### src/rtl/pol_ofm_wb_pkg.sv
// rtl/pol_ofm_wb_pkg.sv - shared state encoding, beat constants and ceil-div helper for the pooling write-back stage
package pol_ofm_wb_pkg;

  typedef enum logic [1:0] {
    ST_IDLE = 2'd0,
    ST_RUN  = 2'd1,
    ST_DONE = 2'd2
  } wb_state_e;

  localparam int unsigned DEF_ACT_WIDTH      = 8;
  localparam int unsigned DEF_POOL_COMP_CORE = 64;
  localparam int unsigned DEF_SRAM_WIDTH     = 256;

  // GLB words per pooled point and channels per GLB word for the default geometry
  localparam int unsigned RATIO = DEF_ACT_WIDTH * DEF_POOL_COMP_CORE / DEF_SRAM_WIDTH;
  localparam int unsigned CPW   = DEF_SRAM_WIDTH / DEF_ACT_WIDTH;

  function automatic int unsigned ceil_div(input int unsigned num, input int unsigned den);
    return (num + den - 1) / den;
  endfunction

endpackage

### src/rtl/pol_wb_slicer.sv
// rtl/pol_wb_slicer.sv - combinational beat select of the buffered point with masking of channels >= Chi
module pol_wb_slicer
  import pol_ofm_wb_pkg::*;
#(
  parameter int ACT_WIDTH      = 8,
  parameter int POOL_COMP_CORE = 64,
  parameter int SRAM_WIDTH     = 256,
  parameter int CHN_WIDTH      = 12,
  parameter int BW             = 1,
  parameter int PW             = ACT_WIDTH * POOL_COMP_CORE
) (
  input  logic [PW-1:0]         buf_i,
  input  logic [BW-1:0]         beat_i,
  input  logic [CHN_WIDTH-1:0]  chi_i,
  output logic [SRAM_WIDTH-1:0] dat_o
);

  localparam int NBEAT  = PW / SRAM_WIDTH;
  localparam int CPW_L  = SRAM_WIDTH / ACT_WIDTH;

  logic [SRAM_WIDTH-1:0] word;
  logic [CHN_WIDTH-1:0]  chan;

  // pick the current beat, then zero every channel at or beyond the valid channel count
  always_comb begin
    word  = '0;
    dat_o = '0;
    chan  = '0;
    for (int k = 0; k < NBEAT; k++) begin
      if (beat_i == BW'(k)) word = buf_i[k*SRAM_WIDTH +: SRAM_WIDTH];
    end
    for (int j = 0; j < CPW_L; j++) begin
      chan = CHN_WIDTH'(beat_i) * CHN_WIDTH'(CPW_L) + CHN_WIDTH'(j);
      if (chan < chi_i) dat_o[j*ACT_WIDTH +: ACT_WIDTH] = word[j*ACT_WIDTH +: ACT_WIDTH];
    end
  end

endmodule

### src/rtl/pol_ofm_wb.sv
// rtl/pol_ofm_wb.sv - pooled-point write-back to GLB; optional checksum output under POL_WB_CHKSUM_EN
module pol_ofm_wb
  import pol_ofm_wb_pkg::*;
#(
  parameter int ACT_WIDTH      = DEF_ACT_WIDTH,
  parameter int POOL_COMP_CORE = DEF_POOL_COMP_CORE,
  parameter int IDX_WIDTH      = 10,
  parameter int CHN_WIDTH      = 12,
  parameter int SRAM_WIDTH     = DEF_SRAM_WIDTH,
  parameter int ADDR_WIDTH     = 16
) (
  input  logic                                clk,
  input  logic                                rst,
  input  logic                                CCUWB_Rst,
  input  logic                                CCUWB_CfgVld,
  output logic                                WBCCU_CfgRdy,
  input  logic [IDX_WIDTH-1:0]                CCUWB_CfgNop,
  input  logic [CHN_WIDTH-1:0]                CCUWB_CfgChi,
  input  logic [ADDR_WIDTH-1:0]               CCUWB_CfgAddr,
  output logic                                WBCCU_Done,
`ifdef POL_WB_CHKSUM_EN
  output logic [SRAM_WIDTH-1:0]               WBCCU_Chksum,
`endif
  input  logic [ACT_WIDTH*POOL_COMP_CORE-1:0] POLWB_Ofm,
  input  logic                                POLWB_OfmVld,
  output logic                                WBPOL_OfmRdy,
  output logic [SRAM_WIDTH-1:0]               WBGLB_Dat,
  output logic [ADDR_WIDTH-1:0]               WBGLB_Addr,
  output logic                                WBGLB_DatVld,
  input  logic                                GLBWB_DatRdy
);

  localparam int PW    = ACT_WIDTH * POOL_COMP_CORE;
  localparam int NBEAT = PW / SRAM_WIDTH;
  localparam int CPW_L = SRAM_WIDTH / ACT_WIDTH;
  localparam int BW    = (NBEAT > 1) ? $clog2(NBEAT) : 1;

  wb_state_e state_q, state_d;

  logic [IDX_WIDTH-1:0]  nop_q, pnt_cnt_q;
  logic [CHN_WIDTH-1:0]  chi_q;
  logic [ADDR_WIDTH-1:0] base_q, wr_cnt_q;
  logic [BW:0]           nb_q;
  logic [BW-1:0]         beat_q;
  logic [PW-1:0]         buf_q;
  logic                  full_q;

  logic [CHN_WIDTH-1:0]  chi_eff;
  logic [BW:0]           nb_cfg;
  logic                  cfg_fire, wr_fire, last_beat, pnt_fin, room, ofm_rdy, ofm_fire;

  // out-of-range channel counts mean a full point
  assign chi_eff = (CCUWB_CfgChi == '0 || CCUWB_CfgChi > CHN_WIDTH'(POOL_COMP_CORE))
                   ? CHN_WIDTH'(POOL_COMP_CORE) : CCUWB_CfgChi;
  assign nb_cfg  = (BW+1)'(ceil_div(32'(chi_eff), 32'(CPW_L)));

  assign cfg_fire  = (state_q == ST_IDLE) & CCUWB_CfgVld;
  assign wr_fire   = (state_q == ST_RUN) & full_q & GLBWB_DatRdy;
  assign last_beat = ({1'b0, beat_q} == nb_q - (BW+1)'(1));
  assign pnt_fin   = wr_fire & last_beat;
  // the buffered point already counts toward Nop, so no extra point slips in behind the last one
  assign room      = ((IDX_WIDTH+1)'(pnt_cnt_q) + (IDX_WIDTH+1)'(full_q)) < {1'b0, nop_q};
  assign ofm_rdy   = (state_q == ST_RUN) & room & (~full_q | pnt_fin);
  assign ofm_fire  = ofm_rdy & POLWB_OfmVld;

  assign WBPOL_OfmRdy = ofm_rdy;
  assign WBCCU_CfgRdy = (state_q == ST_IDLE);
  assign WBCCU_Done   = (state_q == ST_DONE);
  assign WBGLB_DatVld = full_q;
  assign WBGLB_Addr   = base_q + wr_cnt_q;

  pol_wb_slicer #(
    .ACT_WIDTH      (ACT_WIDTH),
    .POOL_COMP_CORE (POOL_COMP_CORE),
    .SRAM_WIDTH     (SRAM_WIDTH),
    .CHN_WIDTH      (CHN_WIDTH),
    .BW             (BW)
  ) u_slicer (
    .buf_i  (buf_q),
    .beat_i (beat_q),
    .chi_i  (chi_q),
    .dat_o  (WBGLB_Dat)
  );

  // job sequencing: config -> stream points until all written -> one-cycle done
  always_comb begin
    state_d = state_q;
    case (state_q)
      ST_IDLE: if (CCUWB_CfgVld) state_d = ST_RUN;
      ST_RUN:  if (pnt_cnt_q == nop_q && !full_q) state_d = ST_DONE;
      ST_DONE: state_d = ST_IDLE;
      default: state_d = ST_IDLE;
    endcase
  end

  // state register with soft reset back to idle
  always_ff @(posedge clk or posedge rst) begin
    if (rst)            state_q <= ST_IDLE;
    else if (CCUWB_Rst) state_q <= ST_IDLE;
    else                state_q <= state_d;
  end

  // config latch, point buffer, beat/write/point counters
  always_ff @(posedge clk or posedge rst) begin
    if (rst) begin
      nop_q     <= '0;
      chi_q     <= '0;
      base_q    <= '0;
      nb_q      <= '0;
      pnt_cnt_q <= '0;
      wr_cnt_q  <= '0;
      beat_q    <= '0;
      buf_q     <= '0;
      full_q    <= 1'b0;
    end else if (CCUWB_Rst) begin
      nop_q     <= '0;
      chi_q     <= '0;
      base_q    <= '0;
      nb_q      <= '0;
      pnt_cnt_q <= '0;
      wr_cnt_q  <= '0;
      beat_q    <= '0;
      buf_q     <= '0;
      full_q    <= 1'b0;
    end else begin
      if (cfg_fire) begin
        nop_q     <= CCUWB_CfgNop;
        chi_q     <= chi_eff;
        base_q    <= CCUWB_CfgAddr;
        nb_q      <= nb_cfg;
        pnt_cnt_q <= '0;
        wr_cnt_q  <= '0;
      end
      if (wr_fire) begin
        wr_cnt_q <= wr_cnt_q + ADDR_WIDTH'(1);
        if (last_beat) begin
          beat_q    <= '0;
          pnt_cnt_q <= pnt_cnt_q + IDX_WIDTH'(1);
        end else begin
          beat_q <= beat_q + BW'(1);
        end
      end
      if (ofm_fire) begin
        buf_q  <= POLWB_Ofm;
        full_q <= 1'b1;
        beat_q <= '0;
      end else if (pnt_fin) begin
        full_q <= 1'b0;
      end
    end
  end

`ifdef POL_WB_CHKSUM_EN
  logic [SRAM_WIDTH-1:0] chk_q;

  // running XOR of every word handed to the GLB during the current job
  always_ff @(posedge clk or posedge rst) begin
    if (rst)            chk_q <= '0;
    else if (CCUWB_Rst) chk_q <= '0;
    else if (cfg_fire)  chk_q <= '0;
    else if (wr_fire)   chk_q <= chk_q ^ WBGLB_Dat;
  end

  assign WBCCU_Chksum = chk_q;
`endif

endmodule

### config.mk
export PLATFORM = sky130hd
export DESIGN_NAME = pol_ofm_wb
export DESIGN_NICKNAME = d
export VERILOG_FILES = /design/src/rtl/pol_ofm_wb_pkg.sv /design/src/rtl/pol_wb_slicer.sv /design/src/rtl/pol_ofm_wb.sv
export SDC_FILE = /design/constraint.sdc
export NUM_CORES = 1
export LEC_CHECK = 0
export ABC_AREA = 1
export CAP_MARGIN = 40
export CORE_AREA = 10 10 313 315
export CTS_BUF_LIST = sky130_fd_sc_hd__clkbuf_2 sky130_fd_sc_hd__clkbuf_4 sky130_fd_sc_hd__clkbuf_8
export CTS_CLUSTER_SIZE = 20
export DETAILED_ROUTE_END_ITERATION = 16
export DIE_AREA = 0 0 323 325
export SLEW_MARGIN = 20
export SYNTH_ARGS = -nofsm -noshare
export SYNTH_HDL_FRONTEND = slang
export SYNTH_SLANG_ARGS = --single-unit
### constraint.sdc
create_clock -name clk -period 25 [get_ports clk]
set_clock_uncertainty 0.1 [all_clocks]
set_input_delay 5 -clock clk [delete_from_list [all_inputs] [get_ports clk]]
set_output_delay 5 -clock clk [all_outputs]
set_load 0.02 [all_outputs]
Yosys cells after proc, flatten, opt, wreduce, memory -nomap -nowiden
Cells that the tools add are included.

cells by class
  shifts and indexed selects = 0
  multiply operators = 0
  div/mod/pow operators = 0
  $add $sub $neg = 39
  eq/ne operators = 6
  reduce and logical (&&, ||, !) cells = 11
  $lt $le $gt $ge = 34
  multiplexer cells = 62
  bitwise gates (word level) = 9

operators by type and width
  operator                                                               number
  512-bit two-way mux                                                    2
  12-bit < comparator                                                    31
  256-bit two-way mux                                                    1
  8-bit two-way mux                                                      32
  6-bit by 5-bit adder with 7-bit output, second input constant          16
  16-bit two-way mux                                                     5
  10-bit two-way mux                                                     6
  6-bit by 4-bit adder with 7-bit output, second input constant          8
  12-bit two-way mux                                                     3
  6-bit by 3-bit adder with 7-bit output, second input constant          4
  16-bit by 1-bit adder with 16-bit output, second input constant        1
  16-bit adder                                                           1
  6-bit by 2-bit adder with 7-bit output, second input constant          2
  12-bit by 7-bit > comparator with 1-bit output, second input constant  1
  12-bit logical NOT                                                     1
  6-bit by 12-bit < comparator with 1-bit output                         1
  10-bit by 1-bit adder with 11-bit output                               1
  11-bit by 10-bit < comparator with 1-bit output                        1
  10-bit by 1-bit adder with 10-bit output, second input constant        1
  10-bit equality test                                                   1
  2-bit two-way mux                                                      5
  3-bit nonzero test                                                     3
  6-bit by 1-bit adder with 7-bit output, second input constant          1
  7-bit by 6-bit adder with 7-bit output, second input constant          1
  other kinds (19)                                                       32

word-level totals
  bits in writable memories = 0
  bits in read-only memories = 0
  register bits = 582
  input port bits = 556
  memories kept = 0
  bits in latches = 0

Logic depth before layout (Yosys ltp)
Gate-level depths: netlist (run 1).

  depth in word-level cells = 9
  gate-level depth with buffers = 21
  depth with buffers taken out = 18

Cells and area by module
Synthesis (run 1) repeated with hierarchy kept, for this count alone.

unflattened totals
  cells, all modules = 4555
  area, all modules = 32931.6 µm²

by module, submodules not included
  module         sequential area each (µm²)  instances  area each (µm²)  cells each
  pol_ofm_wb     14564.0                     1          28498.6          3854
  pol_wb_slicer  0.0                         1          4433.0           701

Worst setup path before layout (run 1)
Ideal clock, no wire load.

  kind = input-to-output
  start point = input port GLBWB_DatRdy
  end point = output port WBPOL_OfmRdy
  arrival time = 5.752 ns
  stages on the path = 5
  slack = 14.148 ns
  required time = 19.900 ns
  buffers on the path = 0
  path through = nand2_1 > nor2_2 > nand2_2 > a21oi_2 > and2_1

on the way
  cells in the longest elaborated chain, start to end = 4

ends and longest elaborated chain
  item              RTL line          text
  from (decl)       pol_ofm_wb.sv:30  input logic GLBWB_DatRdy
  1-bit AND         pol_ofm_wb.sv:58  assign wr_fire = (state_q == ST_RUN) & full_q & GLBWB_DatRdy;
  1-bit AND         pol_ofm_wb.sv:60  assign pnt_fin = wr_fire & last_beat;
  1-bit bitwise OR  pol_ofm_wb.sv:63  assign ofm_rdy = (state_q == ST_RUN) & room & (~full_q | pnt_fin);
  1-bit AND         pol_ofm_wb.sv:63
  to (decl)         pol_ofm_wb.sv:26  output logic WBPOL_OfmRdy,

No other way between the ends.

Worst setup path in the final report (run 1)
Same ends and word-level chain as after synthesis.

==> flow_summary.toml, run 1 <==
[die]
fp-row-count = 111
die_h_um = 325
die_area_um2 = 105000
core-area_um2 = 91400
top_level_ports = 832
initial_core_util = 0.357
die-width_um = 323

[cells_and_area]
final_cells = 6651
fill_cells = 9258
final_nets = 5954
multi_input_area_um2 = 14400
syn_to_final_growth_pct = 35.5
final-seq-area_um2 = 14600
drive_gt1_frac = 0.0528

[hold_path]
hold_class = "reg2reg"
hold_path_depth = 2
min_to = "chi_q[7]"
worstHoldStart = "chi_q[7]"

[yosys]
synth.yosys.seq_area_share = 0.447
synth_area_um2 = 32600
yosys_warnings = 0
synth_cell_types = 39
synth-seq-cells = 582
syn_area_per_cell_um2 = 7.02
synthCells = 4645
syn-num-nets = 5232

[sta]
hold_violations = 0
slew_headroom = 0.236
finalCritPeriodShare = 0.489
slew_violations = 0
worst_pin_slew_ns = 1.15
period_needed_ns = 12.22
setup_viol = 0
setup_tns_ns = 0
fmax_mhz = 81.8
rsz0062_at_grt = "false"

[global_routing]
grt_pass1_vias = 31500
grt_max_degree = 199
track_usage = 0.241
grt_pass1_wl_mm = 197
grt.overflow.total = 0
antenna_found_initial = 46

[critical_path]
crit_type = "in2out"
worstSetupStartpointType = "input pin"
reg2reg_to = "buf_q[380]"
path_delay_family = "buffers and inverters"
cp_slowest_cell = "clkdlybuf4s50_1"
cp_max_fo = 6
r2r_start = "WBGLB_DatVld"
reg2reg_slack_ns = 18.75
crit_chain = "clkdlybuf4s50_1 -> nand2_1 -> nor2_2 -> nand2_2 -> a21oi_2 -> and2_1 -> clkdlybuf4s50_1"
crit_required_ns = 19.90
cp_common_cell = "clkdlybuf4s50_1"
crit_buf_inv = 2
reg2reg_depth = 22
arrival_ns = 7.12
crit_path_end_kind = "output port"
crit_path_start = "GLBWB_DatRdy"
cpPeakStageDelay_ns = 0.60

[clock_network]
tritoncts = "yes"
cts_resized = 0
htreeDepth = 3
cts_hold_buf = 0
clock-root-buffer = "clkbuf_8"
numCtsBuffers = 107
clk_latency_ns = 0.74
postCtsSetupBuffers = 0
path_clk_slew_ns = 0.06
cts.sinks = 582
clockBufferDepth = 3

[pwr]
pwr_density_cell_nw_per_um2 = 59.8
power.leakage_nw = 22.5
ir_drop_mv = 0.0383

[detailed_routing]
dr.first_iter.drc_count = 2536
postRouteAntennaNets = 0
drc = 0
drt_wl_total_mm = 131
vias = 32100
wl_per_cell_um = 19.7
drt-vias-per-instance = 4.82
drt_pass1_iterations = 7

[placement]
dp_hpwl_mm = 92.6
dp_cells = 6442
port_buffers = 831
gp_congestion = 0.886

[flow_run]
cap_viol_max_count = 0

[outcome]
status = "finished, final reports clean"
-- cells by family after synthesis --
logic type / share of synthesized area
AO/OA/AOI/OAI: 0.0505
XOR/XNOR: 0.00618
adder cells (fa/ha/maj): 0.0121
buffers and inverters: 0.113
flip-flops: 0.447
multiplexers: 0.0368
AND/OR/NAND/NOR: 0.334
-- synthesized netlist by cell type (all sizes together) --
| cell type | n | share of area |
|---|---|---|
| a21o | 2 | 0.00046 |
| a21oi | 174 | 0.027 |
| a22o | 16 | 0.0043 |
| a22oi | 1 | 0.00023 |
| a31oi | 3 | 0.00058 |
| and2 | 2 | 0.00038 |
| buf | 122 | 0.024 |
| clkbuf | 166 | 0.019 |
| dfrtp | 582 | 0.45 |
| fa | 1 | 0.00061 |
| ha | 30 | 0.012 |
| inv | 607 | 0.070 |
| mux2i | 120 | 0.037 |
| nand2 | 1432 | 0.17 |
| nand3 | 537 | 0.082 |
| nand4 | 15 | 0.0029 |
| nor2 | 686 | 0.079 |
| nor3 | 13 | 0.0020 |
| nor4 | 5 | 0.0012 |
| o211ai | 3 | 0.00069 |
| o21a | 1 | 0.00023 |
| o21ai | 87 | 0.015 |
| o21bai | 3 | 0.00069 |
| o22ai | 7 | 0.0013 |
| o31ai | 3 | 0.00069 |
| or2 | 4 | 0.00077 |
| xnor2 | 4 | 0.0011 |
| xor2 | 19 | 0.0051 |
-- cell usage in the layout (no fill, tap or decap), types with 47 or more instances in the layout --
master / count
nand2_1: 1428
clkdlybuf4s50_1: 830
nor2_1: 682
inv_1: 601
dfrtp_1: 581
nand3_1: 536
a21oi_1: 173
clkbuf_8: 127
mux2i_1: 120
o21ai_0: 54
buf_4: 47
-- state kept, by name, summed over array words and instances, names as in the netlist --
register	flops
buf_q	512
base_q	16
wr_cnt_q	16
chi_q	12
nop_q	10
pnt_cnt_q	10
nb_q	2
state_q	2
WBGLB_DatVld	1
beat_q	1
-- where the power goes --
part / total [W] / internal, W / leakage, nW / switching (W)
sequential: 0.00109 / 0.00104 / 7.62 / 0.0000547
clock: 0.000955 / 0.000531 / 1.16 / 0.000424
combinational: 0.000595 / 0.000242 / 13.8 / 0.000352
-- worst min-delay path, delay by kind of cell (launching register included) --
kind | cells | cell delay, ns
buf+inv | 1 | 0.05
flops | 1 | 0.37
simple gates | 1 | 0.03
-- final cells by class --
type | instances | share of cell area
Sequential cell | 582 | 0.330
Multi-Input combinational cell | 3168 | 0.325
Timing Repair Buffer | 901 | 0.209
Inverter | 607 | 0.0519
Clock buffer | 172 | 0.0472
Tap cell | 1186 | 0.0336
Clock inverter | 8 | 0.00184
Antenna cell | 27 | 0.00153
-- through the flow --
stage / hold WS (ns) / area [um2] / worst slack (ns) / power (W) / util
3_3_place_gp: 0.385 / 41400 / 12.83 / 0.00169 / 0.453
3_5_place_dp: 0.386 / 41900 / 12.81 / 0.00171 / 0.459
5_1_grt: 0.418 / 44200 / 12.68 / 0.00278 / 0.484
2_1_floorplan: 0.354 / 32600 / 3.62 / 0.00142 / -
4_1_cts: 0.395 / 44100 / 12.80 / 0.00267 / 0.482
6_report: 0.393 / 44200 / 12.78 / 0.00264 / 0.484
-- worst max path at each step --
| stage | endpoint | slack [ns] | depth (start not counted) |
|---|---|---|---|
| floorplan | WBGLB_DatVld | 3.62 | 1 |
| global placement | WBPOL_OfmRdy | 12.83 | 7 |
| detailed placement | WBPOL_OfmRdy | 12.81 | 7 |
| CTS | WBPOL_OfmRdy | 12.80 | 7 |
| global route | WBPOL_OfmRdy | 12.68 | 7 |
| finish | WBPOL_OfmRdy | 12.78 | 7 |
-- per-layer routing --
metal / track usage / vias up / part of all wire
li1: - / 15800 / -
met1: 0.291 / 15100 / 0.41
met2: 0.395 / 970 / 0.48
met3: 0.0795 / 202 / 0.084
met4: 0.0849 / 34 / 0.031
met5: 0 / - / 0.0016
Power figures use the tool's default switching activity.
==> run 2: changes to the inputs <==
Clock period 25 ns to 12.7 ns, I/O delays scaled along.
==> run 2 against run 1 <==
  * Routed wire length increased by 0.72%
  * Final cell count up 0.38%
  * Critical path type unchanged
  * Sequential cell count stayed put
  * Clock power is 110% higher
  * Clock-buffer cell count fell by 2
  * Global-route usage is 0.20 points higher
  * Largest cell class unchanged
  * Combinational power increased by 100%
  * Register-to-register slack worse by 11 ns
  * Power is 100% higher
==> flow_summary.toml, run 2 (same netlist as run 1, synthesis figures left out) <==
[flow_run]
cap_viol_max_count = 0

[cells_and_area]
largestRegisters = "buf_q (512), base_q (16), wr_cnt_q (16)"
largest_reg_flops = 512
final_common_cell = "nand2_1"
drive_gt1_frac = 0.0564
largest-register = "buf_q"
final_cells = 6676
syn_to_final_growth_pct = 36.5
layout_common_cells = "nand2_1, clkdlybuf4s50_1, nor2_1"
fill_cells = 9288
final_nets = 5959

[global_routing]
track_usage = 0.243
met3_usage = 0.0710
grt_max_degree = 226
grt_pass1_wl_mm = 198
grt.overflow.total = 0
top_usage_layer = "met2"
grt_pass1_vias = 31300
met1_usage = 0.301
antenna_found_initial = 43
met2_usage = 0.392

[outcome]
status = "finished, final reports clean"

[pwr]
ir_drop_mv = 0.0718
pwr_density_cell_nw_per_um2 = 120
power.leakage_nw = 22.7

[sta]
period_needed_ns = 7.31
hold_violations = 0
slew_violations = 0
holdWs_ns = 0.403
finalCritPeriodShare = 0.576
fmax_mhz = 137
setup_viol = 0
setup_tns_ns = 0
slew_headroom = 0.220
rsz0062_at_grt = "false"
worst_pin_slew_ns = 1.17

[clock_network]
tritoncts = "yes"
clockBufferDepth = 3
clock-root-buffer = "clkbuf_8"
htreeDepth = 3
cts_resized = 0
path_clk_slew_ns = 0.06
cts_hold_buf = 0
cts.sinks = 582
postCtsSetupBuffers = 0
numCtsBuffers = 107
clk_latency_ns = 0.75

[detailed_routing]
drt-vias-per-instance = 4.81
drt_pass1_iterations = 7
drc = 0
postRouteAntennaNets = 0
dr.first_iter.drc_count = 2494
drt_wl_total_mm = 132
wl_per_cell_um = 19.8
vias = 32100

[critical_path]
crit_type = "in2out"
crit_path_end_kind = "output port"
cp_common_cell = "clkdlybuf4s50_1"
cpPeakStageDelay_ns = 0.65
worstSetupStartpointType = "input pin"
reg2reg_slack_ns = 7.33
cp_slowest_cell = "clkdlybuf4s50_1"
crit_chain = "clkdlybuf4s50_1 -> nand2_1 -> nor2_2 -> nand2_2 -> a21oi_2 -> and2_1 -> clkdlybuf4s50_1"
crit_required_ns = 10.06
arrival_ns = 4.67
cp_max_fo = 6

[die]
top_level_ports = 832
initial_core_util = 0.357
die_h_um = 325
die_area_um2 = 105000
die-width_um = 323
fp-row-count = 111
core-area_um2 = 91400

[placement]
dp_cells = 6444
dp_hpwl_mm = 94.1
gp_congestion = 0.880
port_buffers = 831

[hold_path]
hold_class = "reg2reg"
-- run 2: cell count changes in the layout (fill, tap and decap cells not counted), sizes merged --
| cell | change |
|---|---|
| bufinv | +3 |
| buf | +6 |
| clkbuf | -2 |
| inv | -3 |
| clkinv | +15 |
| clkinvlp | +3 |
| clkdlybuf4s18 | -1 |
| diode | +4 |
-- run 2: per-stage QoR --
step,utilization,instance area [um2],total power (W),setup slack (ns)
after floorplan,-,32600,0.00280,2.13
after global placement,0.453,41400,0.00332,5.46
after detailed placement,0.459,41900,0.00337,5.44
after CTS,0.485,44300,0.00540,5.36
after global routing,0.487,44500,0.00562,5.28
final,0.487,44500,0.00533,5.39
-- run 2: layer usage --
metal  up-vias  share of wire
met5         -         0.0015
met4        26          0.028
met3       185          0.080
met2      1009           0.48
met1     15200           0.41
li1      15800              -
-- run 2: cell type report --
type                       count  area (um2)  share of cell area
sequential                   582       14600               0.327
multi-input combinational   3168       14400               0.323
timing repair buffer         906        9330               0.210
inverter                     607        2290              0.0515
clock buffer                 170        2130              0.0478
tap                         1186        1480              0.0333
clock inverter                26         246             0.00554
antenna                       31        77.6             0.00174
-- run 2: path summary, 6_finish.rpt --
check	startpoint	to	cells past startpoint
setup / recovery	GLBWB_DatRdy	WBPOL_OfmRdy	7
hold / removal	buf_q[212]	buf_q[212]	2
setup reg to reg	beat_q	buf_q[139]	15
hold reg to reg	buf_q[212]	buf_q[212]	2
max in group asynchronous	rst	buf_q[458]	5
min in group asynchronous	rst	buf_q[226]	2
-- run 2: worst max-delay path: cells and delay by family --
kind                   cells  cell delay, ns
AOI/OAI and AO/OA          1            0.26
buffers and inverters      2            1.18
and+or+nand+nor            4            0.67
-- run 2: power by group --
group | leakage, nW | total (W) | switching (W) | internal, W
sequential | 7.62 | 0.00215 | 0.000108 | 0.00204
clock | 1.26 | 0.00200 | 0.000860 | 0.00114
combinational | 13.8 | 0.00119 | 0.000699 | 0.000487
